**src/rtl/mem_prog_arbiter.sv**
```systemverilog
// Arbitrates a 16x8 RAM between the CPU and an external programmer.
// The CPU is frozen at an instruction boundary while the programmer writes.
module mem_prog_arbiter (
  input  logic       CLK,
  input  logic       CLR,
  input  logic [3:0] cpu_addr,
  input  logic       cpu_CE_bar,
  input  logic       cpu_t1,
  output logic [7:0] cpu_rdata,
  output logic       cpu_hold,
  input  logic       prog_req,
  input  logic       prog_we,
  input  logic       prog_auto,
  input  logic [3:0] prog_addr,
  input  logic [7:0] prog_data,
  output logic       prog_grant,
  output logic       prog_ack,
  output logic [3:0] prog_cur_addr,
  output logic [4:0] write_count,
  output logic [3:0] mem_addr,
  output logic [7:0] mem_wdata,
  output logic       mem_we,
  input  logic [7:0] mem_rdata
);

  typedef enum logic [2:0] {
    CPU_OWN,
    HOLD_WAIT,
    PROG_OWN,
    WRITE,
    RELEASE
  } state_t;

  state_t     state;
  logic [3:0] ptr;
  logic       we_prev;
  logic       we_rise;
  logic [3:0] sel_addr;
  logic       prog_path;
  logic       cpu_path;

  always_comb begin
    sel_addr  = prog_auto ? ptr : prog_addr;
    we_rise   = prog_we & ~we_prev;
    cpu_path  = (state == CPU_OWN) ||
                (state == HOLD_WAIT);
    // Reset hands the address bus straight back to the CPU.
    prog_path = !CLR && !cpu_path;
  end

  always_comb begin
    prog_cur_addr = sel_addr;
    mem_wdata     = prog_data;
    mem_we        = !CLR && (state == WRITE);
    mem_addr      = cpu_addr;
    cpu_rdata     = 8'h00;
    unique case (1'b1)
      prog_path: mem_addr = sel_addr;
      default:   mem_addr = cpu_addr;
    endcase
    if (cpu_path && !cpu_CE_bar)
      cpu_rdata = mem_rdata;
  end

  always_ff @(posedge CLK) begin
    if (CLR) begin
      state       <= CPU_OWN;
      ptr         <= 4'd0;
      write_count <= 5'd0;
      we_prev     <= 1'b0;
      prog_ack    <= 1'b0;
      cpu_hold    <= 1'b0;
      prog_grant  <= 1'b0;
    end else begin
      we_prev  <= prog_we;
      prog_ack <= 1'b0;
      unique case (state)
        CPU_OWN: begin
          if (prog_req)
            state <= HOLD_WAIT;
        end
        HOLD_WAIT: begin
          if (!prog_req) begin
            state <= CPU_OWN;
          end else if (cpu_t1) begin
            state       <= PROG_OWN;
            cpu_hold    <= 1'b1;
            prog_grant  <= 1'b1;
            ptr         <= prog_addr;
            write_count <= 5'd0;
          end
        end
        PROG_OWN: begin
          // Release has priority over a coincident write edge.
          if (!prog_req) begin
            state      <= RELEASE;
            prog_grant <= 1'b0;
          end else if (we_rise) begin
            state <= WRITE;
          end
        end
        WRITE: begin
          state    <= PROG_OWN;
          prog_ack <= 1'b1;
          if (write_count != 5'd16)
            write_count <= write_count + 5'd1;
          if (prog_auto)
            ptr <= ptr + 4'd1;
        end
        RELEASE: begin
          state    <= CPU_OWN;
          cpu_hold <= 1'b0;
        end
        default: begin
          state      <= CPU_OWN;
          cpu_hold   <= 1'b0;
          prog_grant <= 1'b0;
        end
      endcase
    end
  end

endmodule

```
**config.mk**
```make
export PLATFORM = sky130hd
export DESIGN_NAME = mem_prog_arbiter
export DESIGN_NICKNAME = d
export VERILOG_FILES = /design/src/rtl/mem_prog_arbiter.sv
export SDC_FILE = /design/constraint.sdc
export NUM_CORES = 1
export LEC_CHECK = 0
export ABC_AREA = 1
export CORE_MARGIN = 4
export CORE_UTILIZATION = 35
export CTS_BUF_LIST = sky130_fd_sc_hd__clkbuf_8
export CTS_CLUSTER_SIZE = 30
export DETAILED_ROUTE_END_ITERATION = 16
export PLACE_DENSITY_LB_ADDON = 0.1
export SYNTH_ARGS = -nofsm -noshare
export SYNTH_HDL_FRONTEND = slang
export SYNTH_SLANG_ARGS = --single-unit
export TNS_END_PERCENT = 100
```
**constraint.sdc**
```tcl
create_clock -name CLK -period 1.29 [get_ports CLK]
set_input_delay 0.129 -clock CLK [delete_from_list [all_inputs] [get_ports CLK]]
set_output_delay 0.129 -clock CLK [all_outputs]
set_load 0.02 [all_outputs]
```
==> results.md, run 1 <==
- Crit path kind: register to primary output
- Worst-path clk slew: 0.07 ns
- Fillers: 298
- Clk_lat worst skew: 0.25 ns
- Final Skew: 0.00143 ns
- Worst R2R Setup Slack: -0.01 ns
- Post-synth top area cell: dfxtp_1
- Synthesized area: 1130 µm²
- Multi-input combinational cell area: 728 µm²
- Pin count of the biggest net entering global routing: 11
- Clock Power Share: 30.1%
- Post-synth cell types: 23
- Violated checks: negative setup slack
- Core area: 3080 µm²
- Design area: 1940 µm²
- # setup viols final: 14
- Commonest non-fill, non-tap cell in the layout: buf_4
- CTS root buf: clkbuf_8
- Worst path slowest cell: dfxtp_2
- Fin. max-slew vios: 0
- Final hold violation count: 0
- Num CTS Buffers: 3
- Actual transition at the worst max-transition pin: 0.246 ns
- WL/cell: 12.2 µm
- CP cell instances: inv_2 > nand2_4 > o21ai_4 > nand2_4 > nor2_1 > buf_4
- Status: finished, violations left
- First-pass GRT wire length: 5.70 mm
- R2r startpoint: ptr[1]$_SDFFE_PP0P_
- Clock Sinks: 16
- Crit path max fanout: 8
- Vias per inst: 4.76
- GPL Wtd Cong: 0.819
- Final WL: 3.57 mm
- GRT Util Overall: 16.8%
- PD cells: 768 nW/µm²
- Worst setup path end: cpu_rdata[1]
- Initial antenna violation count: 0
- Worst Setup Start Kind: register
- Nets: 284
- Highest clock rate: 680 MHz
- Worst Path Arrival: 1.34 ns
- Top post-synthesis cells by area: dfxtp_1 28%, nand2_1 11%, nor2_1 9.0%
- HPWL Detailed: 2.69 mm
- Synth-to-layout area growth: 72.6%
- Site row count: 20
- Count of hold-fix buffers inserted at cts: 0
- Worst min path class: input port to primary output
- Remaining antenna violation count: 0
- Psw: 0.453 mW
- Via count: 1396
- Top-Level Pins: 64
- Tcrit/Tclk final: 114%
- Fraction of layout cells with a size suffix above 1: 37.8%
- Register Area: 329 µm²
- Pre-CTS setup slack: -0.532 ns
- Global route overflow: 0
- Seq/Total Area, Yosys: 28.4%
- Placement Cell Area: 1760 µm²
- Slew Limit Headroom: 83.5%
- Max incr delay on CP: 0.34 ns
- Yosys top cell area share: 28.4%
- Max IR drop VDD: 0.547 mV
- Yosys warns: 0
- Die Footprint: 4190 µm²
- DRC violation total after the first TritonRoute iteration: 40
- WHS Path Cells: 0
- Mean Syn Cell Area: 6.26 µm²
- Register bit total from synthesis: 16
- Worst R2R End: ptr[2]$_SDFFE_PP0P_
- CTS tree: yes
- Worst endpoint required time: 1.16 ns
- Initial core utilization: 36.6%
- Final min period: 1.47 ns
- Maxcap violations: 0
- Logic pwr share: 34.3%
- Post-route worst setup slack: -0.181 ns
- R2r worst-path depth: 7
- DRT Pass-1 Iters: 4
- Critical path capture point type: primary output
- Die Y: 64.7 µm
- Seq pwr share: 35.6%
- RSZ-0062 raised after global routing: yes
- Post-synthesis cell count: 180
- Leakage: 0.916 nW
- Die Span X: 64.7 µm
- Number of global-route vias before repair: 1307
- DRC viols: 0
- Switching share of total power: 30.4%
- Syn nets: 214
- Port bufs: 47
- CTS Buffer Depth: 2
- Pwr Total: 1.49 mW
- Diode count: 0
- Core occupancy in the finished layout: 63.1%
- Commonest cells after routing, fill and taps aside: 32 x buf_4, 29 x nand2_1, 26 x inv_1
- H-Tree Depth: 1
- Critical path's most frequent cell: nand2_4
- Pint: 1.04 mW
- Worst Setup SP: state[0]$_SDFFE_PP0P_
-- state kept, by name (all words and copies together), names as in the netlist --
register and cells:
state 3, we_prev 1, prog_ack 1, ptr 4, prog_grant 1, write_count 5
cpu_hold 1
-- area by class of cell --
| type | count | share of cell area (%) |
|---|---|---|
| well taps | 44 | 2.83 |
| inverters | 30 | 5.92 |
| clock buffers | 4 | 2.83 |
| multi-input cells | 124 | 37.5 |
| flip-flops and latches | 16 | 16.9 |
| repair buffers | 75 | 34.0 |
-- worst min path at each step --
stage	from	end	slack [ns]
3_5_place_dp	prog_data[0]	mem_wdata[0]	0.26
4_1_cts	prog_data[0]	mem_wdata[0]	0.26
5_1_grt	prog_data[4]	mem_wdata[4]	0.26
3_3_place_gp	prog_data[0]	mem_wdata[0]	0.26
2_1_floorplan	prog_req	state[2]$_SDFFE_PP0P_	0.21
6_report	prog_data[4]	mem_wdata[4]	0.26
-- power groups by stage --
| stage | sequential, mW | combinational [mW] | clock [mW] |
|---|---|---|---|
| after global placement | 0.540 | 0.455 | 0 |
| after CTS | 0.530 | 0.476 | 0.451 |
| after floorplan | 0.552 | 0.235 | 0 |
| after global routing | 0.533 | 0.555 | 0.475 |
| final | 0.531 | 0.512 | 0.449 |
| after detailed placement | 0.539 | 0.464 | 0 |
-- repair_timing --
action,in CTS,in global routing
setup endpoints to repair,30,28
gates resized for setup,114,33
setup buffers,3,2
pin swaps,6,9
-- layer usage --
layer  track usage, %  wire [µm]
met5                0          0
met2             29.8       1620
met3             4.68        358
met1             20.0       1560
met4             3.43         27
-- metrics by stage --
| step | hold slack, ns | TNS, ns | cells |
|---|---|---|---|
| global route | 0.258 | -3.57 | 293 |
| detailed placement | 0.258 | -9.08 | 285 |
| CTS | 0.258 | -2.23 | 292 |
| finish | 0.258 | -1.93 | 293 |
| global placement | 0.258 | -8.38 | 285 |
| floorplan | 0.206 | -0.196 | 180 |
-- Yosys cell counts, drive strengths merged --
library cell and count:
o21ai 18, mux2 1, nand4 5, nand3 14
nor3 2, nand2 35, a21oi 12, inv 30
ha 3, buf 9, dfxtp 16, or2 1
clkbuf 1, nor2 32, a31oi 1
-- critical path: cells and delay by family (launching register included) --
family,cells,cell delay [ns]
AO/OA/AOI/OAI,1,0.23
buffers and inverters,2,0.23
flip-flops,1,0.34
AND/OR/NAND/NOR,3,0.29
-- logic make-up (layout without fill, tap and decap cells) --
family / count (synthesis) / count (layout) / synth area share, %
mux: 1 / 1 / 1.00
fa+ha+maj: 3 / 3 / 3.33
compound gates: 31 / 31 / 14.9
buf+inv: 40 / 109 / 16.7
flops: 16 / 16 / 28.4
simple gates: 89 / 89 / 35.7
Note: power is estimated with default switching activity, not from simulation.
==> run 2: changes to the inputs <==
Settings changed: CORE_MARGIN 4 to 5.
==> run 2 against run 1 <==
The run still ends with negative setup slack left. Routed wire length increased by 2.1%. Cell area is 3.9% higher. Non-clock buffer count down 1. Critical path depth increased by 2. Combinational power grew 7.0%. Hold slack unchanged. Register-to-register slack improved by 0.04 ns. Setup slack got worse by 0.013 ns. Die area up 6.3%. Fmax down 0.88%. Flip-flop and latch count stayed put. Clock power shrank 16%.
==> results.md, run 2 (synthesis gave the netlist of run 1 again) <==
- Status: finished, violations left
- Violated checks: negative setup slack
- Actual transition at the worst max-transition pin: 0.243 ns (-0.00290 ns)
- Worst path slowest cell: dfxtp_4
- Fillers: 273 (-8.4%)
- Worst Path Arrival: 1.36 ns (+0.02 ns)
- Tcrit/Tclk final: 115% (+1.0 points)
- CTS root buf: clkbuf_8
- Leakage: 0.922 nW (+0.67%)
- Fraction of layout cells with a size suffix above 1: 38.9% (+1.1 points)
- Worst min path class: input port to primary output
- DRC violation total after the first TritonRoute iteration: 35 (-13%)
- Design area: 2020 µm² (+3.9%)
- DRT Pass-1 Iters: 4 (unchanged)
- Die Footprint: 4450 µm² (+6.3%)
- Commonest cells after routing, fill and taps aside: 30 x nand2_1, 26 x inv_1, 25 x buf_4
- Placement Cell Area: 1760 µm² (unchanged)
- Count of hold-fix buffers inserted at cts: 0 (unchanged)
- Port bufs: 47 (unchanged)
- Final WL: 3.64 mm (+2.1%)
- Core occupancy in the finished layout: 65.6% (+2.5 points)
- Clock Sinks: 16 (unchanged)
- Pint: 0.994 mW (-4.3%)
- Max IR drop VDD: 0.505 mV (-7.8%)
- Critical path's most frequent cell: nand2_1
- CP Buf/Inv Count: 3 (+1)
- Number of global-route vias before repair: 1281 (-2.0%)
- Core area: 3080 µm² (unchanged)
- Fin. max-slew vios: 0 (unchanged)
- Via count: 1345 (-3.7%)
- Largest regs: write_count: 5 flops, ptr: 4 flops, state: 3 flops
- CTS tree: yes
- DRC viols: 0 (unchanged)
- Max reg flops: 5 (unchanged)
- Biggest register: write_count
- Clock Power Share: 25.8% (-4.3 points)
- Logic pwr share: 37.7% (+3.4 points)
- Top-Level Pins: 64 (unchanged)
- GRT Util Overall: 16.1% (-0.69 points)
- Crit path kind: register to primary output
- Maxcap violations: 0 (unchanged)
- Psw: 0.459 mW (+1.3%)
- Crit path max fanout: 5 (-3)
- Global route overflow: 0 (unchanged)
- CP top delay family: flip-flops
- Worst Setup Start Kind: register
- Worst endpoint required time: 1.16 ns (about the same)
- Remaining antenna violation count: 0 (unchanged)
- Highest clock rate: 674 MHz (-0.88%)
- Site row count: 20 (unchanged)
- First-pass GRT wire length: 5.55 mm (-2.5%)
- Synth-to-layout area growth: 79.3%
- CP cell instances: inv_4 > nand2_4 > o21ai_4 > buf_12 > nor2_4 > nand2_1 > nand2_1 > buf_6
- Pre-CTS setup slack: -0.549 ns (-0.0172 ns)
- Initial core utilization: 36.6% (unchanged)
- Initial antenna violation count: 0 (unchanged)
- PD cells: 720 nW/µm² (-6.3%)
- Final Skew: 0.00119 ns (-0.000240 ns)
- Num CTS Buffers: 3 (unchanged)
- GPL Wtd Cong: 0.804 (-1.9%)
- Clk_lat worst skew: 0.25 ns (about the same)
- Commonest non-fill, non-tap cell in the layout: nand2_1
- Final min period: 1.48 ns (+0.0130 ns)
- Slew Limit Headroom: 83.7% (+0.27 points)
- Die Span X: 66.7 µm (+3.1%)
- Post-route worst setup slack: -0.194 ns (-0.0130 ns)
- Switching share of total power: 31.6% (+1.2 points)
- Vias per inst: 4.62 (-3.0%)
- Critical path capture point type: primary output
- Max incr delay on CP: 0.36 ns (+0.02 ns)
- CTS Buffer Depth: 2 (unchanged)
- Die Y: 66.7 µm (+3.1%)
- Worst-path clk slew: 0.06 ns (about the same)
- Pin count of the biggest net entering global routing: 11 (unchanged)
- HPWL Detailed: 2.74 mm (+2.1%)
- # setup viols final: 13 (-1)
- Seq pwr share: 36.5% (+0.9 points)
- H-Tree Depth: 1 (unchanged)
- RSZ-0062 raised after global routing: yes
- WL/cell: 12.5 µm (+2.8%)
- Final hold violation count: 0 (unchanged)
- Nets: 283 (-0.35%)
- Diode count: 0 (unchanged)
[run 2: cell count changes in the layout (fill, tap and decap cells not counted), sizes merged]
cell | previous run | this run
clkbuf | 4 | 3
buf | 45 | 44
[run 2: repair_timing]
action | CTS | global route
gates cloned | 0 | 0
resized for setup | 112 | 60
pin swaps | 4 | 12
buffers inserted | 1 | 4
setup endpoints to repair | 26 | 27
[run 2: power groups by stage]
| stage | clock (mW) | combinational (mW) | sequential [mW] |
|---|---|---|---|
| finish | 0.376 | 0.548 | 0.530 |
| global route | 0.410 | 0.592 | 0.532 |
| CTS | 0.392 | 0.459 | 0.531 |
| detailed placement | 0 | 0.464 | 0.539 |
| global placement | 0 | 0.456 | 0.540 |
| floorplan | 0 | 0.235 | 0.552 |
[run 2: layout make-up]
cell class                 instances  area, µm²  share of cell area [%]
inverter                          30        118                    5.82
clock buffer                       3       41.3                    2.04
tap                               44       55.1                    2.73
multi-input combinational        124        776                    38.4
sequential                        16        333                    16.5
timing repair buffer              74        697                    34.5
[run 2: routing by layer]
layer,part of all wire [%],track usage (%),routed length [µm],vias to the layer above
met1,45,19.3,1630,580
met5,0,0,0,-
li1,-,-,-,706
met4,1.2,6.60,43,0
met3,9.8,4.89,358,6
met2,44,26.4,1610,53
[run 2: worst reg2reg max path: stages (launching register included)]
cell     delay (ns)
dfxtp_4        0.36
buf_4          0.15
nor2_4         0.12
buf_6          0.11
o21ai_2        0.06
nor2_4         0.13
inv_2          0.08
nor2_1         0.09
nor2_1         0.05
[run 2: through the flow]
stage | std cells | power (mW) | TNS [ns] | hold slack [ns]
after floorplan | 180 | 0.787 | -0.196 | 0.206
after global placement | 285 | 0.995 | -8.40 | 0.258
after detailed placement | 285 | 1.00 | -8.85 | 0.258
after CTS | 289 | 1.38 | -2.35 | 0.258
after global routing | 291 | 1.54 | -3.47 | 0.258
final | 291 | 1.45 | -2.14 | 0.258
[run 2: path summary, 6_finish.rpt]
path	start	to	slack [ns]	cells past startpoint
worst max-delay path	state[0]$_SDFFE_PP0P_	mem_addr[2]	-0.19	8
worst min-delay path	prog_data[4]	mem_wdata[4]	0.26	0
worst max register to register	state[2]$_SDFFE_PP0P_	ptr[1]$_SDFFE_PP0P_	0.03	8
worst min register to register	prog_grant$_SDFFE_PP0P_	prog_grant$_SDFFE_PP0P_	0.47	2
==> run 3: changes to the inputs <==
Settings changed: CTS_BUF_LIST sky130_fd_sc_hd__clkbuf_8 to unset.
==> run 3 against run 2 <==
The run still ends with negative setup slack left. Fmax shrank 3.7%. Sequential power is essentially flat. Global-route usage shrank 0.21 points. Cell area grew 0.56%. Final cell count grew 0.34%. Sequential share of layout area shrank 0.091 points. Non-clock buffer count grew 1. Clock power shrank 27%. Combinational power grew 1%. Largest cell class unchanged. Largest power group unchanged.
==> results.md, run 3 (synthesis gave the netlist of run 1 again) <==
- Worst-path clk slew: 0.09 ns (+0.03 ns)
- RSZ-0062 raised after global routing: yes
- WL/cell: 12.8 µm (+2.2%)
- Critical path capture point type: primary output
- CP cell instances: inv_4 > nand2_4 > o21ai_4 > buf_12 > nor2_4 > nand2_1 > nand2_1 > buf_6
- Via count: 1356 (+0.82%)
- Largest regs: write_count: 5 flops, ptr: 4 flops, state: 3 flops
- Initial core utilization: 36.6% (unchanged)
- GPL Wtd Cong: 0.804 (unchanged)
- Crit path kind: register to primary output
- Max incr delay on CP: 0.38 ns (+0.02 ns)
- Global route overflow: 0 (unchanged)
- Biggest register: write_count
- Initial antenna violation count: 0 (unchanged)
- Setup TNS: -3.28 ns (-1.14 ns)
- Die Span X: 66.7 µm (unchanged)
- Nets: 284 (+0.35%)
- Worst endpoint required time: 1.16 ns (about the same)
- Status: finished, violations left
- Post-route worst setup slack: -0.251 ns (-0.0567 ns)
- Critical path's most frequent cell: nand2_1
- Worst min path class: input port to primary output
- Count of hold-fix buffers inserted at cts: 0 (unchanged)
- Placed Cells: 285 (unchanged)
- Worst Path Arrival: 1.41 ns (+0.05 ns)
- DRC viols: 0 (unchanged)
- DRT Pass-1 Iters: 4 (unchanged)
- Final Skew: 0.000714 ns (-0.000474 ns)
- Core area: 3080 µm² (unchanged)
- HPWL Detailed: 2.74 mm (unchanged)
- Pwr Total: 1.36 mW (-6.5%)
- Remaining antenna violation count: 0 (unchanged)
- CTS tree: yes
- CP top delay family: flip-flops
- Leakage: 0.940 nW (+1.9%)
- Vias per inst: 4.64 (+0.47%)
- Worst path slowest cell: dfxtp_4
- First-pass GRT wire length: 5.53 mm (-0.50%)
- Top-Level Pins: 64 (unchanged)
- Clock Sinks: 16 (unchanged)
- Fin cells: 292 (+0.34%)
- Num CTS Buffers: 3 (unchanged)
- Fraction of layout cells with a size suffix above 1: 40.7% (+1.9 points)
- Commonest cells after routing, fill and taps aside: 29 x nand2_1, 26 x inv_1, 25 x buf_4
- GRT Util Overall: 15.9% (-0.21 points)
- Clock Power Share: 20.2% (-5.6 points)
- CP Buf/Inv Count: 3 (unchanged)
- Pint: 0.898 mW (-9.7%)
- # setup viols final: 20 (+7)
- Diode count: 0 (unchanged)
- CTS Buffer Depth: 2 (unchanged)
- Tcrit/Tclk final: 119% (+4.4 points)
- CTS root buf: clkbuf_4
- Worst Setup Start Kind: register
- Number of global-route vias before repair: 1280 (-0.078%)
- Crit path max fanout: 5 (unchanged)
- Psw: 0.461 mW (+0.36%)
- Pin count of the biggest net entering global routing: 11 (unchanged)
- Highest clock rate: 649 MHz (-3.7%)
- Port bufs: 47 (unchanged)
- Die Footprint: 4450 µm² (unchanged)
- Actual transition at the worst max-transition pin: 0.262 ns (+0.0188 ns)
- Violated checks: negative setup slack
- Final min period: 1.54 ns (+0.0567 ns)
- H-Tree Depth: 1 (unchanged)
- Max IR drop VDD: 0.387 mV (-23%)
- Final WL: 3.74 mm (+2.6%)
- Max reg flops: 5 (unchanged)
- Seq pwr share: 39.0% (+2.5 points)
- Fin. max-slew vios: 0 (unchanged)
- Site row count: 20 (unchanged)
- Logic pwr share: 40.9% (+3.2 points)
- Hold slack: 0.258 ns (unchanged)
- Die Y: 66.7 µm (unchanged)
- Maxcap violations: 0 (unchanged)
- Clk_lat worst skew: 0.29 ns (+0.04 ns)
- PD cells: 669 nW/µm² (-7.0%)
- Commonest non-fill, non-tap cell in the layout: nand2_1
- DRC violation total after the first TritonRoute iteration: 32 (-8.6%)
- Switching share of total power: 33.9% (+2.3 points)
- Synth-to-layout area growth: 80.3%
- Slew Limit Headroom: 82.4% (-1.3 points)
- Final hold violation count: 0 (unchanged)
==> run 3: cell type report <==
class / count / area (µm²)
fillers: 277 / 1050
multi-input cells: 124 / 791
repair buffers: 75 / 712
flip-flops and latches: 16 / 333
inverters: 30 / 118
well taps: 44 / 55.1
clock buffers: 3 / 22.5
==> run 3: per-stage QoR <==
stage / util [%] / setup WS [ns] / cell area (µm²)
2_1_floorplan: - / -0.0245 / 1130
5_1_grt: 66.0 / -0.327 / 2030
3_3_place_gp: 57.1 / -0.509 / 1760
4_1_cts: 57.8 / -0.255 / 1780
6_report: 66.0 / -0.251 / 2030
3_5_place_dp: 57.1 / -0.549 / 1760
==> run 3: path summary, 6_finish.rpt <==
path,from,to,slack [ns],depth (start not counted)
setup / recovery,state[0]$_SDFFE_PP0P_,mem_addr[2],-0.25,8
hold / removal,prog_data[4],mem_wdata[4],0.26,0
setup reg to reg,state[2]$_SDFFE_PP0P_,ptr[1]$_SDFFE_PP0P_,-0.08,9
hold reg to reg,prog_grant$_SDFFE_PP0P_,prog_grant$_SDFFE_PP0P_,0.47,2
==> run 3: per-layer routing <==
metal	global-route usage, %	vias up	routed length (µm)
met2	26.2	55	1690
met3	4.38	6	361
li1	-	704	-
met4	5.84	0	42
met5	0	-	0
met1	19.4	591	1640
==> run 3: repair_timing <==
item | CTS | global route
hold endpoints to repair | 0 | 0
buffers inserted | 1 | 5
pin swaps | 4 | 14
endpoints found under the setup margin | 27 | 27
gates resized for setup | 112 | 65
==> run 3: power groups by stage <==
stage	logic, mW	registers, mW	clock network (mW)
after floorplan	0.235	0.552	0
after global placement	0.456	0.540	0
after detailed placement	0.464	0.539	0
after CTS	0.459	0.530	0.278
after global routing	0.600	0.532	0.297
final	0.555	0.529	0.274
